`src/rtl/seg7_pkg.sv`:
```
// Shared constants for the 8-digit multiplexed seven-segment scanner.
// Segment patterns are active-high {g,f,e,d,c,b,a}; polarity is applied by the scanner.
package seg7_pkg;

    localparam int unsigned NUM_DIGITS = 8;

    localparam logic [6:0] SEG_BLANK_HI = 7'h00;

    localparam logic [6:0] SEG_TABLE [16] = '{
        7'h3F, 7'h06, 7'h5B, 7'h4F, 7'h66, 7'h6D, 7'h7D, 7'h07,
        7'h7F, 7'h6F, 7'h77, 7'h7C, 7'h39, 7'h5E, 7'h79, 7'h71
    };

    function automatic logic [6:0] seg_polarity(input logic [6:0] pat_hi, input bit active_low);
        return active_low ? ~pat_hi : pat_hi;
    endfunction

endpackage

```
`src/rtl/seg7_decode.sv`:
```
// Hex nibble to active-high seven-segment pattern, purely combinational.
module seg7_decode
    import seg7_pkg::*;
(
    input  logic [3:0] nibble_i,
    output logic [6:0] pattern_o
);

    always_comb begin
        pattern_o = SEG_TABLE[nibble_i];
    end

endmodule

```
`src/rtl/seg7_scanner.sv`:
```
// Time-multiplexed 8-digit hex display driver with shadow/staging update
// at frame boundaries and optional leading-zero blanking.
module seg7_scanner
    import seg7_pkg::*;
#(
    parameter int unsigned CLK_DIV    = 50000,
    parameter bit          ACTIVE_LOW = 1'b1
) (
    input  logic        clk,
    input  logic        rst,
    input  logic [31:0] din,
    input  logic        upd,
    input  logic        blank_lz,
    output logic [7:0]  an,
    output logic [6:0]  seg,
    output logic        pending,
    output logic        frame_done
);

    localparam int unsigned   PW        = (CLK_DIV > 1) ? $clog2(CLK_DIV) : 1;
    localparam logic [PW-1:0] PRESC_MAX = PW'(CLK_DIV - 1);
    localparam logic [7:0]    AN_OFF    = ACTIVE_LOW ? 8'hFF : 8'h00;
    localparam logic [6:0]    SEG_OFF   = ACTIVE_LOW ? ~SEG_BLANK_HI : SEG_BLANK_HI;

    logic [PW-1:0] presc_q, presc_d;
    logic [2:0]    idx_q, idx_d;
    logic [31:0]   shadow_q, shadow_d;
    logic [31:0]   staging_q, staging_d;
    logic          pending_q, pending_d;
    logic          frame_done_q, frame_done_d;
    logic [7:0]    an_q, an_d;
    logic [6:0]    seg_q, seg_d;

    logic          tick;
    logic          boundary;
    logic [3:0]    nibble;
    logic [6:0]    pattern_hi;
    logic          upper_zero;
    logic          blank;
    logic [7:0]    onehot;

    assign tick     = (presc_q == PRESC_MAX);
    assign boundary = tick && (idx_q == 3'd7);

    always_comb begin
        presc_d      = tick ? '0 : presc_q + 1'b1;
        idx_d        = tick ? idx_q + 3'd1 : idx_q;
        frame_done_d = boundary;
        shadow_d     = shadow_q;
        staging_d    = staging_q;
        pending_d    = pending_q;
        if (upd && boundary) begin
            // Fresh value wins over anything staged earlier in the frame.
            shadow_d  = din;
            pending_d = 1'b0;
        end else if (upd) begin
            staging_d = din;
            pending_d = 1'b1;
        end else if (boundary && pending_q) begin
            shadow_d  = staging_q;
            pending_d = 1'b0;
        end
    end

    // Outputs are built from next-state idx/shadow so an and seg switch together.
    assign nibble     = shadow_d[{idx_d, 2'b00} +: 4];
    assign upper_zero = ((shadow_d >> {idx_d, 2'b00}) == 32'd0);
    assign blank      = blank_lz && (idx_d != 3'd0) && upper_zero;
    assign onehot     = 8'd1 << idx_d;

    seg7_decode u_decode (
        .nibble_i  (nibble),
        .pattern_o (pattern_hi)
    );

    always_comb begin
        an_d  = ACTIVE_LOW ? ~onehot : onehot;
        seg_d = blank ? SEG_OFF : seg_polarity(pattern_hi, ACTIVE_LOW);
    end

    always_ff @(posedge clk or negedge rst) begin
        if (!rst) begin
            presc_q      <= '0;
            idx_q        <= 3'd0;
            shadow_q     <= 32'd0;
            staging_q    <= 32'd0;
            pending_q    <= 1'b0;
            frame_done_q <= 1'b0;
            an_q         <= AN_OFF;
            seg_q        <= SEG_OFF;
        end else begin
            presc_q      <= presc_d;
            idx_q        <= idx_d;
            shadow_q     <= shadow_d;
            staging_q    <= staging_d;
            pending_q    <= pending_d;
            frame_done_q <= frame_done_d;
            an_q         <= an_d;
            seg_q        <= seg_d;
        end
    end

    assign an         = an_q;
    assign seg        = seg_q;
    assign pending    = pending_q;
    assign frame_done = frame_done_q;

endmodule

```
`config.mk`:
```
export PLATFORM = sky130hd
export DESIGN_NAME = seg7_scanner
export DESIGN_NICKNAME = d
export VERILOG_FILES = /design/src/rtl/seg7_pkg.sv /design/src/rtl/seg7_decode.sv /design/src/rtl/seg7_scanner.sv
export SDC_FILE = /design/constraint.sdc
export NUM_CORES = 1
export LEC_CHECK = 0
export CORE_MARGIN = 4
export CORE_UTILIZATION = 40
export DETAILED_ROUTE_END_ITERATION = 6
export GPL_ROUTABILITY_DRIVEN = 0
export SLEW_MARGIN = 20
export SYNTH_ARGS = -nofsm -noshare
export SYNTH_HDL_FRONTEND = slang
export SYNTH_SLANG_ARGS = --single-unit
export TNS_END_PERCENT = 5
```
`constraint.sdc`:
```
create_clock -name clk -period 8.7 [get_ports clk]
set_input_delay 0.87 -clock clk [delete_from_list [all_inputs] [get_ports clk]]
set_output_delay 0.87 -clock clk [all_outputs]
set_load 0.005 [all_outputs]
```
== Yosys cells after proc, flatten, opt, wreduce, memory -nomap -nowiden ==
Memory sizes are Yosys's and may differ from the RTL's.
Index checks and enable logic that the tools add are counted.
Operators by class
  magnitude comparators: 1
  equality and inequality tests: 2
  bitwise logic cells: 4
  mux-type cells: 11
  add/subtract/negate cells: 2
  shift operators: 3
  reductions and logical operators: 9
  div/mod/pow operators: 0
  multipliers: 0
Operators with widths (count)
  32-bit 2-to-1 mux: 3
  32-bit logical NOT: 1
  32-bit by 6-bit variable part select with 4-bit output: 1
  32-bit by 5-bit right shift with 32-bit output: 1
  7-bit 2-to-1 mux: 3
  16-bit by 1-bit adder with 16-bit output, second input constant: 1
  16-bit equality test, second input constant: 1
  16-bit 2-to-1 mux: 1
  8-bit NOT: 1
  1-bit by 3-bit left shift with 8-bit output, first input constant: 1
  7-bit NOT: 1
  3-bit nonzero test: 2
  5-bit greater-or-equal comparator, second input constant: 1
  1-bit logical AND: 5
  4-bit NOT with 5-bit output: 1
  3-bit by 1-bit adder with 3-bit output, second input constant: 1
  3-bit equality test, second input constant: 1
  1-bit 2-to-1 mux: 3
  3-bit 2-to-1 mux: 1
  2-bit AND reduction: 1
  1-bit NOT: 1
Storage, ports and cells
  word-level logic and storage cells: 41
  bits in latches: 0
  bits in writable memories: 0
  memories: 1
  bits of input ports: 36
  output and inout bits: 17
  bits in registers: 100
  bits in read-only memories: 112
Memory list
  (name not given): words 16, width 7, rd ports 1, clocked after memory_dff 0, write ports 0, RTL line seg7_decode.sv:10  | pattern_o = SEG_TABLE[nibble_i];

== Depth between registers and ports, before layout ==
Gate-level depths: netlist (run 1).
  depth after elaboration: 13
  gate-level depth with buffers: 17
  depth with buffers taken out: 16

== Hierarchy ==
From an unflattened synthesis (run 1), not the netlist that was laid out.
Unflattened totals
  cells, all modules: 514
  area, all modules: 5368.9 µm²
By module, submodules not included
  seg7_scanner: instances 1, seq. area each 2521.2 µm², cells an instance 481, area an instance 5081.1 µm²
  seg7_decode: instances 1, seq. area each 0.0 µm², cells an instance 33, area an instance 287.8 µm²

== Worst setup path before layout (run 1) ==
OpenSTA, ideal clock, no wires.
  kind: register to register
  start point: register presc_q[11]
  end point: register seg_q[6] (netlist: seg[6])
  path slack: 4.815 ns
  required time: 8.618 ns
  arrival: 3.803 ns
  period minus slack after synthesis: 3.885 ns
  buffers on the path: 2
  stages on the path, launching flop included: 14
  setup time: 0.082 ns
  path through: dfrtp_1 > or4b_4 > or4_4 > buf_6 > xor2_1 > buf_2 > nor2_1 > a22oi_2 > nand2_1 > a2111o_1 > or4b_1 > a311oi_2 > o2111ai_2 > o211ai_1
Between the ends
  longest elaborated chain between the ends: 13
  elaborated cells between the ends (all ways): 20
  those cells by class: eq/ne: 1; shift: 2; mux: 7; bitwise: 2; reduce/logical: 7; memory: 1
Ends and longest elaborated chain
  from (decl): RTL line seg7_scanner.sv:25  | logic [PW-1:0] presc_q, presc_d;
  from (signal assigned): RTL line seg7_scanner.sv:92  | presc_q <= presc_d;
  16-bit equality test (*): RTL line seg7_scanner.sv:42  | assign tick = (presc_q == PRESC_MAX);
  1-bit logical AND: RTL line seg7_scanner.sv:43  | assign boundary = tick && (idx_q == 3'd7);
  1-bit logical AND: RTL line seg7_scanner.sv:59  | end else if (boundary && pending_q) begin
  32-bit 2-to-1 mux: RTL line seg7_scanner.sv:59
  32-bit 2-to-1 mux: RTL line seg7_scanner.sv:56  | end else if (upd) begin
  32-bit 2-to-1 mux: RTL line seg7_scanner.sv:52  | if (upd && boundary) begin
  32-bit by 6-bit variable part select with 4-bit output: RTL line seg7_scanner.sv:66  | assign nibble = shadow_d[{idx_d, 2'b00} +: 4];
  4-bit NOT with 5-bit output (not written as such): RTL line seg7_decode.sv:10
  memory read 16 x 7 bit
  7-bit 2-to-1 mux (not written as such) (2 in series): RTL line seg7_decode.sv:10
  7-bit NOT: RTL line seg7_pkg.sv:15  | return active_low ? ~pat_hi : pat_hi;
  7-bit 2-to-1 mux (*): RTL line seg7_scanner.sv:78  | seg_d = blank ? SEG_OFF : seg_polarity(pattern_hi, ACTIVE_LOW);
  via seg_d[6]: RTL line seg7_scanner.sv:32  | logic [6:0] seg_q, seg_d;
  to (signal assigned): RTL line seg7_scanner.sv:99  | seg_q <= seg_d;
  to (decl): RTL line seg7_scanner.sv:32
Mark *: on every way through the listed nets, which the timed path passes. The rest lies on a longest branch. The select of a mux whose other input is x is not followed.
A chain may end at the register's enable or synchronous reset.

== Final worst setup path (run 1) ==
Same ends and word-level chain as after synthesis.

==> summary.txt, run 1 <==
STA
  • Hold Fails Final Rpt: 0
  • Final Skew: 0.00847 ns
  • Rel. slew slack: around a third
  • Hold slack: 0.488 ns
  • Final WS setup: 3.77 ns
  • Crit share post-route: between 50% and 60%
  • Final setup TNS: 0 ns
  • Max Fclk: between 0.2 and 0.25 GHz
  • Crit path time final: 4.93 ns
  • Worst slew pin tran: 0.991 ns
  • # setup viols final: 0
  • RSZ-0062 raised after global routing: false
  • Final slew viol count: 0

Die
  • Starting density of the core: 41.0%
  • Rows: 41
  • Total die area: 0.0149 mm^2
  • I/O pins: 53
  • Die W: 122 um
  • Core area: between 0.01 and 0.015 mm^2
  • Die Y: 122 um

Cells and area
  • Commonest cells after routing, fill and taps aside: dfrtp_1, nand2_1, nand3_1, clkdlybuf4s50_1, nor2_1
  • Area Overhead vs Synth: 18.6%
  • Final instance area: 0.00619 mm^2
  • Layout cell share with drive strength beyond 1: 15.8%
  • # diodes: 0
  • Core Util, Final: roughly half
  • Commonest non-fill, non-tap cell in the layout: dfrtp_1
  • Nets: 617

Yosys
  • Ys async rst share: between 90% and 100%
  • Synth cell types: 55
  • Syn Area/Cell: 9.83 um^2
  • Cell Area, Synth: about 0.0052 mm^2
  • Mapped Cells: 531
  • Synth Register Bits: 100
  • Area leader, netlist: dfrtp_1
  • Syn nets: between 500 and 600
  • Register area share after synthesis: 48.3%
  • Warnings, synthesis: 0
  • Main synth FF type: dfrtp_1
  • Synth top area cells: dfrtp_1, dfstp_2, mux2_2
  • Post-synth EDFFs: 0
  • Post-synth top area share: 40.7%

Global routing
  • Total congestion overflow: 0
  • Vias in the first global route: 4,431
  • GRT Overall Usage: 19.6%
  • Initial antenna violation count: 0
  • Pin count of the biggest net entering global routing: 58
  • First-pass GRT wire length: 23.1 mm

CTS
  • Clock latency on the worst-skew pair: 0.35 ns
  • Number of gates resized after cts: 0
  • H-tree levels: 3
  • Max clock buf depth: 2
  • Post CTS Setup Buffer Count: 0
  • Clk sinks: 100
  • Root Buffer: clkbuf_16
  • # hold bufs at CTS: 0
  • CTS tree: done
  • Clock-pin transition on the worst setup and hold timing paths: 0.06 ns
  • CTS buffer count: 9

Placed design
  • Post-Place Setup Slack: roughly 3.9 ns
  • Post-DP HPWL: between 9 and 10 mm
  • IO buf count: 52
  • Placed cell area: 0.00592 mm^2

Critical path
  • Crit. End Element: flop
  • CP startpoint kind: flop
  • Kind of critical path: reg2reg
  • Flop-to-flop setup slack: 3.77 ns
  • Worst EP arrival: 5.20 ns
  • Worst path top cell family by delay: simple AND/OR/NAND/NOR gates
  • CP max-delay cell: xor2_1
  • R2R Path Start: presc_q[11]
  • Crit path largest cell delay: approximately 0.8 ns
  • WP data required: 8.97 ns
  • Buf/Inv on CP: 0
  • Worst-path cell chain: or4b_4 -> or4_4 -> xor2_1 -> nor2_1 -> a22oi_1 -> a21oi_1 -> a221oi_1 -> ha_1 -> nand2_1 -> nor3_1 -> o2111ai_2 -> o211ai_1
  • Crit. Startpoint: presc_q[11]
  • CP Max Fanout: 12

Min path
  • Min-delay src: presc_q[0]
  • Worst Hold Class: reg2reg

Power
  • Worst IR drop on VDD: between 0.08 and 0.09 mV
  • Cell Pwr Density: 149 mW/mm^2
  • Leakage: 2.54 nW

Detailed routing
  • Post-route ant nets: 0
  • DR WL/cell: 18.4 um
  • Drt initial violations: approximately 470
  • DRC Markers: 0
  • TritonRoute pass-1 iters: 5
  • Vias per cell: between 5 and 6
  • Via count: 4,352
  • Final wirelength: ~14 mm

Run
  • Max Cap Viol: 0

Status
  • Status: finished clean
==> routing by layer <==
layer  share of wire, %  track usage (%)
met1                 45             26.4
met4                1.7             5.95
met3                5.1             5.12
met5                  0                0
met2                 48             31.2
==> area by class of cell <==
type	count	area, um^2
clock buffer	11	243
sequential	100	2520
tap	172	215
clock inverter	5	27.5
fill	1234	6530
multi-input combinational	386	2540
inverter	12	45.0
timing repair buffer	63	601
==> power breakdown <==
group          switching [mW]  total, mW  internal [mW]
combinational          0.0295     0.0608         0.0313
clock                   0.171      0.371          0.200
sequential             0.0100      0.490          0.480
==> Yosys cell counts (5+ instances only) <==
| library cell | instances |
|---|---|
| a22oi_1 | 13 |
| dfrtp_1 | 85 |
| nor2_1 | 40 |
| nor3_1 | 6 |
| mux2i_1 | 6 |
| nand2_1 | 65 |
| o21ai_0 | 26 |
| dfstp_2 | 15 |
| xor2_1 | 10 |
| ha_1 | 9 |
| buf_1 | 5 |
| nor2b_1 | 6 |
| nand3_1 | 56 |
| clkbuf_1 | 25 |
| o22ai_1 | 7 |
| inv_1 | 10 |
| a21oi_1 | 18 |
| a32oi_1 | 27 |
| mux2_2 | 34 |
==> metrics by stage <==
step | instances | power, mW
global placement | 733 | 0.558
CTS | 749 | 0.934
floorplan | 531 | 0.522
global route | 749 | 0.962
detailed placement | 733 | 0.560
finish | 749 | 0.922
==> worst paths after layout <==
kind                                 to  cells past startpoint
setup / recovery                 seg[6]                     12
hold / removal               presc_q[0]                      1
setup reg to reg                 seg[6]                     12
hold reg to reg              presc_q[0]                      1
max in group asynchronous    presc_q[5]                      2
min in group asynchronous  shadow_q[20]                      1
==> logic make-up (layout without fill, tap and decap cells) <==
family,count (synthesis),in the layout,synth area share (%)
multiplexers,41,41,8.92
XOR/XNOR,14,14,2.35
buffers and inverters,45,91,3.43
flip-flops,100,100,48.3
AND/OR/NAND/NOR,199,199,17.9
adder cells (fa/ha/maj),9,9,2.16
AO/OA/AOI/OAI,123,123,17.0
==> flip-flops by register name, summed over array words and instances (netlist names) <==
name        cells
idx_q           3
shadow_q       32
seg             7
pending         1
presc_q        16
staging_q      32
an              8
frame_done      1
Note: power is estimated with default switching activity, not from simulation.
==> inputs of run 2 (changes only) <==
- clock period: 8.7 -> 4.71 ns (I/O delays scaled with it)
==> summary.txt, run 2 (synthesis results as in run 1) <==
Status
  • Status: finished clean

Die
  • Core area: 0.0127 mm^2 (unchanged)
  • I/O pins: 53 (unchanged)
  • Die Y: 122 um (unchanged)
  • Starting density of the core: 41.0% (unchanged)
  • Die W: 122 um (unchanged)
  • Rows: 41 (unchanged)
  • Total die area: 0.0149 mm^2 (unchanged)

CTS
  • Clock-pin transition on the worst setup and hold timing paths: 0.07 ns (about the same)
  • Max clock buf depth: 2 (unchanged)
  • CTS buffer count: 9 (unchanged)
  • H-tree levels: 3 (unchanged)
  • CTS tree: done
  • Clk sinks: 100 (unchanged)
  • # hold bufs at CTS: 0 (unchanged)
  • Clock latency on the worst-skew pair: 0.36 ns (about the same)
  • Root Buffer: clkbuf_16

STA
  • Final slew viol count: 0 (unchanged)
  • Rel. slew slack: 47.6% (+14 points)
  • Hold Fails Final Rpt: 0 (unchanged)
  • Hold slack: 0.148 ns (-0.340 ns)
  • Worst slew pin tran: 0.786 ns (-0.206 ns)
  • RSZ-0062 raised after global routing: false
  • Crit share post-route: 94.1% (+37 points)
  • Final Skew: 0.0102 ns (+0.00175 ns)
  • Crit path time final: 4.43 ns (-0.497 ns)
  • Final setup TNS: 0 ns (unchanged)
  • # setup viols final: 0 (unchanged)
  • Max Fclk: 0.226 GHz (+11%)

Detailed routing
  • Met2 Routed Length: 6.25 mm (-5.5%)
  • Drt initial violations: 429 (-8.5%)
  • DR WL/cell: 17.9 um (-2.4%)
  • Final wirelength: 13.5 mm (-1.9%)
  • DRC Markers: 0 (unchanged)
  • Post-route ant nets: 0 (unchanged)
  • Vias per cell: 5.78 (-0.51%)
  • Met3 routed WL: 858 um (+23%)
  • Via count: 4,353 (+0.023%)
  • DRT met1 WL: 6.04 mm (-2.7%)
  • TritonRoute pass-1 iters: 5 (unchanged)
  • DR top layer: met4

Placed design
  • Post-DP HPWL: 9.45 mm (+0.16%)
  • IO buf count: 52 (unchanged)

Global routing
  • GRT Overall Usage: 19.4% (-0.15 points)
  • First-pass GRT wire length: 22.9 mm (-0.63%)
  • Vias in the first global route: 4,411 (-0.45%)
  • Total congestion overflow: 0 (unchanged)
  • Initial antenna violation count: 0 (unchanged)
  • Pin count of the biggest net entering global routing: 52 (-10%)

Critical path
  • Kind of critical path: reg2reg
  • Worst path top cell family by delay: simple AND/OR/NAND/NOR gates
  • Buf/Inv on CP: 0 (unchanged)
  • CP startpoint kind: flop
  • CP max-delay cell: or4_1
  • CP Max Fanout: 21 (+9)
  • Worst-path cell chain: or4b_4 -> or4_1 -> nand2_1 -> nand3_1 -> nor2_1 -> o21ai_0 -> a2111o_1 -> or4b_1 -> a311oi_2 -> o2111ai_2 -> o211ai_1
  • Crit. End Element: flop
  • Worst EP arrival: 4.71 ns (-0.49 ns)
  • WP data required: 4.99 ns (-3.98 ns)
  • Crit path largest cell delay: 0.92 ns (+0.12 ns)

Power
  • Worst IR drop on VDD: 0.219 mV (+160%)
  • Power Internal: 1.37 mW (+92%)
  • Clock share of power: 42.1% (+1.9 points)
  • Seq pwr share: 51.5% (-1.7 points)
  • Leakage: 2.57 nW (+1.2%)
  • Switching fraction of total power: 22.2% (-0.66 points)
  • Cell Pwr Density: 281 mW/mm^2 (+89%)
  • NetSw: 0.390 mW (+85%)
  • Comb pwr share: 6.4% (-0.2 points)

Run
  • Max Cap Viol: 0 (unchanged)

Min path
  • Worst Hold Class: in2async

Cells and area
  • Largest registers: shadow_q: 32 flops, staging_q: 32 flops, presc_q: 16 flops
  • Nets: 621 (+0.65%)
  • Register area: 0.00252 mm^2 (unchanged)
  • Layout cell share with drive strength beyond 1: 16.2% (+0.41 points)
  • Commonest non-fill, non-tap cell in the layout: dfrtp_1
  • Area Overhead vs Synth: 19.8%
  • Final-layout fill cell count: 1,234 (unchanged)
  • # diodes: 0 (unchanged)
  • Commonest cells after routing, fill and taps aside: dfrtp_1, nand2_1, nand3_1, clkdlybuf4s50_1, nor2_1
  • Multi-input logic area: 0.00255 mm^2 (+0.35%)
==> run 2: final cells by class <==
cell class	count	share of cell area, %
clock buffers	15	4.64
inverters	12	0.720
well taps	172	3.44
flip-flops and latches	100	40.3
multi-input cells	386	40.7
repair buffers	67	10.1
clock inverters	1	0.0800
==> run 2: per-stage QoR <==
stage	util (%)	area (um^2)	cells	total power, mW	worst slack (ns)
after global placement	46.8	5950	737	1.03	0.390
final	49.2	6250	753	1.76	0.280
after CTS	49.1	6240	753	1.78	0.276
after detailed placement	46.8	5950	737	1.03	0.317
after floorplan	-	5220	531	0.964	0.825
after global routing	49.2	6250	753	1.82	0.0656
==> run 2: final timing paths <==
| kind | slack (ns) | endpoint | start | cells past startpoint |
|---|---|---|---|---|
| min reg2reg | 0.49 | presc_q[10] | presc_q[10] | 1 |
| max | 0.28 | seg[6] | presc_q[11] | 11 |
| min in group clk | 0.49 | presc_q[10] | presc_q[10] | 1 |
| min | 0.15 | staging_q[3] | rst | 1 |
| max in group asynchronous | 3.48 | shadow_q[16] | rst | 2 |
| max reg2reg | 0.28 | seg[6] | presc_q[11] | 11 |
==> run 2: per-layer routing <==
layer  track usage (%)  vias up
li1                  -     2046
met4              8.54        0
met1              25.9     2142
met3              4.24       21
met2              30.5      144
met5                 0        -
==> run 2: timing repair <==
| item | in CTS | in global routing |
|---|---|---|
| hold endpoints to repair | 0 | 0 |
| resized for setup | 0 | 2 |
| buffers inserted | 0 | 0 |
| setup endpoints to repair | 0 | 7 |
==> run 2: power groups by stage <==
stage	clock, mW	combinational [mW]	sequential, mW
floorplan	0	0.0498	0.914
CTS	0.759	0.115	0.905
detailed placement	0	0.114	0.920
global route	0.790	0.125	0.908
finish	0.741	0.112	0.906
global placement	0	0.112	0.920
